`src/rtl/kgp_lsu_pkg.sv`:
```
// kgp_lsu_pkg
// Shared definitions for the load/store unit:
//   op_e           request opcodes (2-bit encoding seen on req_op)
//   state_e        FSM state encodings
//   LSU_MEM_WORDS  default number of legal data-memory words
package kgp_lsu_pkg;

    typedef enum logic [1:0] {
        OP_LW = 2'b00,
        OP_SW = 2'b01,
        OP_LB = 2'b10,
        OP_SB = 2'b11
    } op_e;

    typedef enum logic [1:0] {
        ST_IDLE = 2'b00,
        ST_RD   = 2'b01,
        ST_WR   = 2'b10,
        ST_RESP = 2'b11
    } state_e;

    localparam int LSU_MEM_WORDS = 32;

endpackage

```
`src/rtl/lsu_byte_lane.sv`:
```
// lsu_byte_lane
// Combinational little-endian byte-lane helper.
// Ports:
//   rd_word_i  word read from memory (source of the LB extract)
//   mg_word_i  word the SB byte is merged into
//   lane_i     byte lane k (bits [8k+7:8k])
//   byte_i     byte to insert into lane k
//   load_o     lane k of rd_word_i, sign-extended to SIZE bits
//   merged_o   mg_word_i with lane k replaced by byte_i
module lsu_byte_lane #(
    parameter int SIZE = 32
) (
    input  logic [SIZE-1:0] rd_word_i,
    input  logic [SIZE-1:0] mg_word_i,
    input  logic [1:0]      lane_i,
    input  logic [7:0]      byte_i,
    output logic [SIZE-1:0] load_o,
    output logic [SIZE-1:0] merged_o
);

    logic [7:0] sel_byte;

    always_comb begin
        sel_byte = rd_word_i[{lane_i, 3'b000} +: 8];
        load_o   = {{(SIZE-8){sel_byte[7]}}, sel_byte};
        merged_o = mg_word_i;
        merged_o[{lane_i, 3'b000} +: 8] = byte_i;
    end

endmodule

```
`src/rtl/load_store_unit.sv`:
```
// load_store_unit
// Single-outstanding load/store unit between a valid/ready request port,
// a valid/ready response port and a word-addressed data memory with
// combinational read data. Supports LW, SW, LB (sign-extended) and SB
// (read-modify-write). Misaligned word accesses and out-of-range words
// return resp_err without touching memory.
// Ports:
//   clk, reset                 clock, synchronous active-high reset
//   req_valid/req_ready        request handshake
//   req_op/req_addr/req_wdata  opcode, byte address, store data
//   resp_valid/resp_ready      response handshake
//   resp_data/resp_err         load result / error flag
//   mem_address                word index (req_addr >> 2)
//   mem_read/mem_write         one-cycle memory strobes
//   mem_write_data             word to store
//   mem_read_data              combinational read data for mem_address
module load_store_unit
    import kgp_lsu_pkg::*;
#(
    parameter int SIZE      = 32,
    parameter int MEM_WORDS = LSU_MEM_WORDS
) (
    input  logic            clk,
    input  logic            reset,
    input  logic            req_valid,
    output logic            req_ready,
    input  logic [1:0]      req_op,
    input  logic [SIZE-1:0] req_addr,
    input  logic [SIZE-1:0] req_wdata,
    output logic            resp_valid,
    input  logic            resp_ready,
    output logic [SIZE-1:0] resp_data,
    output logic            resp_err,
    output logic [SIZE-1:0] mem_address,
    output logic            mem_read,
    output logic            mem_write,
    output logic [SIZE-1:0] mem_write_data,
    input  logic [SIZE-1:0] mem_read_data
);

    state_e          state_q, state_d;
    op_e             op_q, op_d;
    logic [SIZE-1:0] addr_q, addr_d;
    logic [SIZE-1:0] wdata_q, wdata_d;
    logic [SIZE-1:0] word_q, word_d;
    logic [SIZE-1:0] resp_data_q, resp_data_d;
    logic            resp_err_q, resp_err_d;

    logic [SIZE-1:0] load_ext;
    logic [SIZE-1:0] merged;
    logic            req_err;
    op_e             req_op_e;

    lsu_byte_lane #(.SIZE(SIZE)) u_byte_lane (
        .rd_word_i (mem_read_data),
        .mg_word_i (word_q),
        .lane_i    (addr_q[1:0]),
        .byte_i    (wdata_q[7:0]),
        .load_o    (load_ext),
        .merged_o  (merged)
    );

    assign req_op_e = op_e'(req_op);
    assign req_err  = (((req_op_e == OP_LW) || (req_op_e == OP_SW)) && (req_addr[1:0] != 2'b00))
                    || ((req_addr >> 2) >= SIZE'(MEM_WORDS));

    always_comb begin
        state_d     = state_q;
        op_d        = op_q;
        addr_d      = addr_q;
        wdata_d     = wdata_q;
        word_d      = word_q;
        resp_data_d = resp_data_q;
        resp_err_d  = resp_err_q;

        req_ready      = 1'b0;
        resp_valid     = 1'b0;
        resp_data      = '0;
        resp_err       = 1'b0;
        mem_address    = '0;
        mem_read       = 1'b0;
        mem_write      = 1'b0;
        mem_write_data = '0;

        case (state_q)
            ST_IDLE: begin
                req_ready = 1'b1;
                if (req_valid) begin
                    op_d        = req_op_e;
                    addr_d      = req_addr;
                    wdata_d     = req_wdata;
                    resp_data_d = '0;
                    resp_err_d  = req_err;
                    if (req_err) begin
                        state_d = ST_RESP;
                    end else if (req_op_e == OP_SW) begin
                        state_d = ST_WR;
                    end else begin
                        state_d = ST_RD;
                    end
                end
            end
            ST_RD: begin
                mem_read    = 1'b1;
                mem_address = addr_q >> 2;
                word_d      = mem_read_data;
                case (op_q)
                    OP_LW: begin
                        resp_data_d = mem_read_data;
                        state_d     = ST_RESP;
                    end
                    OP_LB: begin
                        resp_data_d = load_ext;
                        state_d     = ST_RESP;
                    end
                    default: state_d = ST_WR;
                endcase
            end
            ST_WR: begin
                mem_write      = 1'b1;
                mem_address    = addr_q >> 2;
                mem_write_data = (op_q == OP_SB) ? merged : wdata_q;
                state_d        = ST_RESP;
            end
            ST_RESP: begin
                resp_valid = 1'b1;
                resp_data  = resp_data_q;
                resp_err   = resp_err_q;
                if (resp_ready) begin
                    resp_data_d = '0;
                    resp_err_d  = 1'b0;
                    state_d     = ST_IDLE;
                end
            end
            default: state_d = ST_IDLE;
        endcase

        // Reset masks every output immediately so an aborted RD/WR never
        // strobes memory while the state register waits for the edge.
        if (reset) begin
            req_ready      = 1'b0;
            resp_valid     = 1'b0;
            resp_data      = '0;
            resp_err       = 1'b0;
            mem_address    = '0;
            mem_read       = 1'b0;
            mem_write      = 1'b0;
            mem_write_data = '0;
        end
    end

    always_ff @(posedge clk) begin
        if (reset) begin
            state_q     <= ST_IDLE;
            op_q        <= OP_LW;
            addr_q      <= '0;
            wdata_q     <= '0;
            word_q      <= '0;
            resp_data_q <= '0;
            resp_err_q  <= 1'b0;
        end else begin
            state_q     <= state_d;
            op_q        <= op_d;
            addr_q      <= addr_d;
            wdata_q     <= wdata_d;
            word_q      <= word_d;
            resp_data_q <= resp_data_d;
            resp_err_q  <= resp_err_d;
        end
    end

endmodule

```
`config.mk`:
```
export PLATFORM = sky130hd
export DESIGN_NAME = load_store_unit
export DESIGN_NICKNAME = d
export VERILOG_FILES = /design/src/rtl/kgp_lsu_pkg.sv /design/src/rtl/lsu_byte_lane.sv /design/src/rtl/load_store_unit.sv
export SDC_FILE = /design/constraint.sdc
export NUM_CORES = 1
export LEC_CHECK = 0
export BUFFER_PORTS_ARGS = -buffer_cell sky130_fd_sc_hd__buf_2
export CAP_MARGIN = 25
export CORE_MARGIN = 2
export CORE_UTILIZATION = 51
export DETAILED_ROUTE_END_ITERATION = 6
export PLACE_DENSITY = 0.82
export SETUP_SLACK_MARGIN = 0.05
export SLEW_MARGIN = 20
export SYNTH_ARGS = -nofsm -noshare
export SYNTH_HDL_FRONTEND = slang
export SYNTH_SLANG_ARGS = --single-unit
```
`constraint.sdc`:
```
create_clock -name clk -period 3.38 [get_ports clk]
set_input_delay 0.676 -clock clk [delete_from_list [all_inputs] [get_ports clk]]
set_output_delay 0.676 -clock clk [all_outputs]
set_load 0.02 [all_outputs]
```
==> qor.yml, run 1 <==
status: "completed"
mostFrequentLayoutCells: "199 x buf_2, 140 x nand2_1, 132 x dfxtp_1"
grt_start_max_net_pins: 75
fin_cells: 1088
critPathLaunchType: "register"
cts_sinks: 133
drt_pass1_iterations: 6
clock_skew_ps: 9.062
ys.flop_type: "dfxtp_1"
cts_tree: "yes"
setup-violations-final: 0
hold_class: "register to register"
vias: 6194
tightest_slew_ps: 1006
yosysWarnings: 0
cts_buffer_depth: 2
hold_slack_ps: 449.6
hold_viol: 0
synth.avg_cell_area_um2: 8.395
cap_violations: 0
drc: 0
routabilityCongestion: 0.8616
drt_iter0_drc: 551
seq_area_frac_synth_pct: 42.46
relSlewSlack_pct: 32.85
synth_area_mm2: 0.006271
seq_area_mm2: 0.002664
leakage_nw: 3.492
antenna_found_initial: 1
utilization_pct: 66.39
dp_cells: 1052
postSynthCellCount: 747
synth_area_leader_cell: "dfxtp_1"
crit_path_end_kind: "output port"
start_util_pct: 52.21
n_fill_cell: 1040
drtAntennaViolNets: 0
post-synth-top-area-fraction_pct: 42.46
core_mm2: 0.01201
die-area_mm2: 0.01320
cp_max_fo: 13
fin_crit_ps: 3209
cts.clk_slew.worst_paths_ps: 60
grt-ovfl-total: 0
wirelength_um: 18960
die_w_um: 114.9
async_flop_share_pct: 0
area_growth_syn_to_layout_pct: 27.15
ys_ff_latch: 133
nNetsFinal: 1040
crit_type: "register to output port"
setup_tns_ps: 0
htree_levels: 4
drive_above_1_share_pct: 28.83
insertion_delay_ps: 420
cts-root-buf: "clkbuf_16"
grt_use_met1_pct: 38.80
place_hpwl_um: 13250
numCtsBuffers: 17
vias_per_cell: 5.693
die_y_um: 114.9
netlist_top_cells_area: "dfxtp_1 42%, nand2_1 8.4%, and2_1 6.6%, mux2i_1 6.2%, a21oi_1 6.1%"
ios: 203
use_met3_pct: 7.380
rsz0062_at_grt: "no"
synth_edf_count: 0
multi_input_area_mm2: 0.003279
required_ps: 2700
p_total_mw: 5.813
report.final.slew_viol_count: 0
ir_drop_mv: 0.5851
rows: 40
grt.busiest_layer: "met2"
grt_pass1_vias: 5557
arrival_ps: 2530
grt_pass1_wl_um: 29270
max_freq_ghz: 0.3116
hold_buffers: 0
grt_usage_pct: 28.48
wl_per_cell_um: 17.42
fin_crit_sh_pct: 94.96
final_common_cell: "buf_2"
synth_cell_type_count: 47
grt_util_met2_pct: 43.25
power_density_mw_per_mm2: 729.0
port_buffers: 200
worst max-delay path, cell delays in order, from the launching register on:
cell and delay (ps):
dfxtp_1 310, buf_4 210, inv_1 130, ha_1 360, inv_1 120, nor4_2 230, buf_4 200, a221oi_1 100
nor3_1 230, buf_2 210
stage by stage:
stage / area, um2 / setup slack, ps
after global routing: 7974 / 78.30
after CTS: 7936 / 52.00
after floorplan: 6275 / 439.6
after global placement: 7291 / 581.4
final: 7974 / 170.5
after detailed placement: 7291 / 477.1
metal layers:
metal	part of all wire [%]	routed length [um]
met5	0	0
met4	2.7	503
met3	8.5	1616
met2	45	8460
met1	44	8375
synthesized netlist by cell type (2+ instances only):
| cell type | number |
|---|---|
| nor3_1 | 26 |
| buf_2 | 10 |
| buf_6 | 4 |
| a221oi_1 | 24 |
| nor2b_1 | 6 |
| a31oi_1 | 2 |
| nand2_1 | 141 |
| inv_1 | 8 |
| clkinv_1 | 3 |
| a221o_1 | 20 |
| ha_1 | 10 |
| nor2_1 | 77 |
| and2_1 | 66 |
| o221ai_1 | 7 |
| a22oi_1 | 8 |
| nor4_1 | 5 |
| buf_4 | 3 |
| clkbuf_1 | 33 |
| dfxtp_1 | 133 |
| a21oi_1 | 76 |
| a32oi_1 | 7 |
| buf_8 | 2 |
| mux2i_1 | 39 |
| a211o_1 | 2 |
| nand2b_1 | 2 |
| a221o_2 | 5 |
| nor4_4 | 2 |
| buf_1 | 7 |
state kept, by name (all words and copies together) (netlist names):
register	flops
addr_q	32
op_q	2
resp_data_q	32
resp_err_q	1
state_q	2
wdata_q	32
word_q	32
kinds of logic (layout without fill, tap and decap cells):
family	count (synthesis)	in the layout	share of synthesized area, %
DFF	133	133	42.46
buffers and inverters	70	262	5.407
other	1	3	0.05980
adders and majority gates	10	10	1.995
and+or+nand+nor	335	335	25.68
AOI/OAI and AO/OA	158	158	17.82
muxes	40	40	6.584
worst paths after layout:
kind / slack [ps] / startpoint / to / cells after the start
hold reg to reg: 450 / addr_q[14]$_SDFFE_PP0P_ / addr_q[14]$_SDFFE_PP0P_ / 2
setup / recovery: 170 / addr_q[1]$_SDFFE_PP0P_ / mem_write_data[18] / 9
setup reg to reg: 840 / state_q[0]$_SDFFE_PP0P_ / resp_data_q[23]$_SDFFE_PP0P_ / 6
hold / removal: 450 / addr_q[14]$_SDFFE_PP0P_ / addr_q[14]$_SDFFE_PP0P_ / 2
final cells by class:
class	count	area share, %
inverters	11	0.5649
repair buffers	220	14.47
clock buffers	19	5.555
well taps	147	2.307
flip-flops and latches	133	33.41
clock inverters	12	2.542
diodes	1	0.03138
multi-input cells	545	41.13
power by group:
group / switching [mW] / internal [mW]
clock network: 0.696 / 1.33
registers: 0.223 / 1.88
logic: 1.05 / 0.638
what timing repair did:
action	4_1_cts	5_1_grt
hold endpoints to repair	0	0
setup endpoints to repair	8	26
pin swaps	1	1
resized for setup	0	2
buffers inserted	0	4
Power figures use the tool's default switching activity.
==> run 2: changes to the inputs <==
--- a/config.mk
+++ b/config.mk
@@ -10,7 +10,7 @@
 export CORE_MARGIN = 2
 export CORE_UTILIZATION = 51
 export DETAILED_ROUTE_END_ITERATION = 6
-export PLACE_DENSITY = 0.82
+export PLACE_DENSITY = 0.76
 export SETUP_SLACK_MARGIN = 0.05
 export SLEW_MARGIN = 20
 export SYNTH_ARGS = -nofsm -noshare
==> run 2 against run 1 <==
Hold slack got worse by 0.83 ps. Maximum frequency increased by 2.4%. Non-clock buffer count decreased by 2. Clock-buffer cell count grew 2. Clock power hardly changed. Sequential share of layout area increased by 0.095 points. Clock skew shrank 2.1 ps. Setup slack gained 74 ps. Power shrank 1.1%. Largest cell class unchanged. Highest routed layer unchanged.
==> qor.yml, run 2 (synthesis results as in run 1) <==
routabilityCongestion: 0.8615  # was 0.8616
drt_iter0_drc: 655  # was 551
htree_levels: 4  # unchanged
antenna_found_initial: 1  # unchanged
die_w_um: 114.9  # unchanged
wl_per_cell_um: 17.02  # was 17.42 um
fin_crit_ps: 3136  # was 3209 ps
hold_viol: 0  # unchanged
die_y_um: 114.9  # unchanged
rows: 40  # unchanged
area_growth_syn_to_layout_pct: 26.80  # was 27.15%
worst_slack_ps: 244.3  # was 170.5 ps
wirelength_um: 18500  # was 18,960 um
max_freq_ghz: 0.3189  # was 0.3116 GHz
power_density_mw_per_mm2: 722.9  # was 729.0 mW/mm2
hold_buffers: 0  # unchanged
leakage_nw: 3.482  # was 3.492 nW
grt_pass1_wl_um: 28430  # was 29,270 um
cts.clk_slew.worst_paths_ps: 60  # about the same
vias_per_cell: 5.640  # was 5.693
numCtsBuffers: 17  # unchanged
required_ps: 2700  # about the same
p_total_mw: 5.748  # was 5.813 mW
insertion_delay_ps: 420  # about the same
multi_input_area_mm2: 0.003279  # unchanged
dp_slack_ps: 470.7  # was 477.1 ps
cts-root-buf: "clkbuf_16"  # unchanged
drive_above_1_share_pct: 28.75  # was 28.83%
n_fill_cell: 1067  # was 1,040
cts_buffer_depth: 2  # unchanged
die-area_mm2: 0.01320  # unchanged
seq_area_mm2: 0.002664  # unchanged
ir_drop_mv: 0.3999  # was 0.5851 mV
tightest_slew_ps: 1011  # was 1006 ps
final_common_cell: "buf_2"  # unchanged
crit_type: "register to output port"  # unchanged
status: "completed"  # unchanged
relSlewSlack_pct: 32.50  # was 32.85%
mostFrequentLayoutCells: "199 x buf_2, 140 x nand2_1, 132 x dfxtp_1"  # unchanged
setup-violations-final: 0  # unchanged
grt_pass1_vias: 5453  # was 5,557
drc: 0  # unchanged
port_buffers: 200  # unchanged
grt_usage_pct: 27.61  # was 28.48%
ios: 203  # unchanged
hold_class: "register to register"  # unchanged
grt-ovfl-total: 0  # unchanged
place_hpwl_um: 12950  # was 13,250 um
nNetsFinal: 1038  # was 1,040
core_mm2: 0.01201  # unchanged
place_area_mm2: 0.007283  # was 0.007291 mm2
cap_violations: 0  # unchanged
critPathLaunchType: "register"  # unchanged
clock_skew_ps: 6.937  # was 9.062 ps
start_util_pct: 52.21  # unchanged
cp_max_fo: 9  # was 13
final_cell_area_mm2: 0.007951  # was 0.007974 mm2
drt_pass1_iterations: 5  # was 6
setup_tns_ps: 0  # unchanged
arrival_ps: 2460  # was 2530 ps
rsz0062_at_grt: "no"  # unchanged
report.final.slew_viol_count: 0  # unchanged
vias: 6131  # was 6,194
crit_path_end_kind: "output port"  # unchanged
fin_crit_sh_pct: 92.77  # was 94.96%
drtAntennaViolNets: 0  # unchanged
grt_start_max_net_pins: 77  # was 75
cts_tree: "yes"  # unchanged
cts_sinks: 133  # unchanged
[run 2: path summary, 6_finish.rpt]
check	start	to	slack, ps	cells after the start
max	addr_q[0]$_SDFFE_PP0P_	mem_write_data[23]	240	9
min reg2reg	addr_q[4]$_SDFFE_PP0P_	addr_q[4]$_SDFFE_PP0P_	450	2
max reg2reg	state_q[0]$_SDFFE_PP0P_	resp_data_q[20]$_SDFFE_PP0P_	790	6
min	addr_q[4]$_SDFFE_PP0P_	addr_q[4]$_SDFFE_PP0P_	450	2
[run 2: critical path, cell delays in order, from the launching register on]
cell and delay (ps):
dfxtp_2 370, inv_2 160, buf_4 190, ha_1 160
clkinv_1 210, nor4_2 210, buf_4 190, a221oi_1 80
nor3_1 240, buf_2 220
[run 2: through the flow]
stage	cells	hold WS [ps]	util (%)
3_5_place_dp	1051	442.1	60.64
5_1_grt	1087	470.7	66.20
6_report	1087	448.8	66.20
3_3_place_gp	1051	438.1	60.64
2_1_floorplan	748	431.7	-
4_1_cts	1085	450.1	66.10
[run 2: repair_timing]
action	4_1_cts	5_1_grt
setup endpoints to repair	9	18
cloned	0	0
pin swaps	2	1
endpoints found under the hold margin	0	0
gates resized for setup	0	2
setup buffers	2	1
[run 2: power by group]
group          switching (mW)  internal (mW)  total, mW
clock                   0.692           1.29       1.99
sequential              0.224           1.88       2.10
combinational            1.03          0.625       1.66
total                    1.95           3.80       5.75
[run 2: area by class of cell]
cell class	count	share of cell area, %
diodes	1	0.03147
inverters	11	0.5193
well taps	147	2.313
flip-flops and latches	133	33.50
clock buffers	21	5.917
multi-input cells	545	41.24
repair buffers	218	14.32
clock inverters	11	2.156
[run 2: per-layer routing]
layer / global-route usage, % / share of wire, % / wire length [um]
met5: 0 / 0 / 0
met4: 9.076 / 2.1 / 387
met3: 8.329 / 9.8 / 1808
met2: 41.06 / 45 / 8268
met1: 38.41 / 43 / 8039
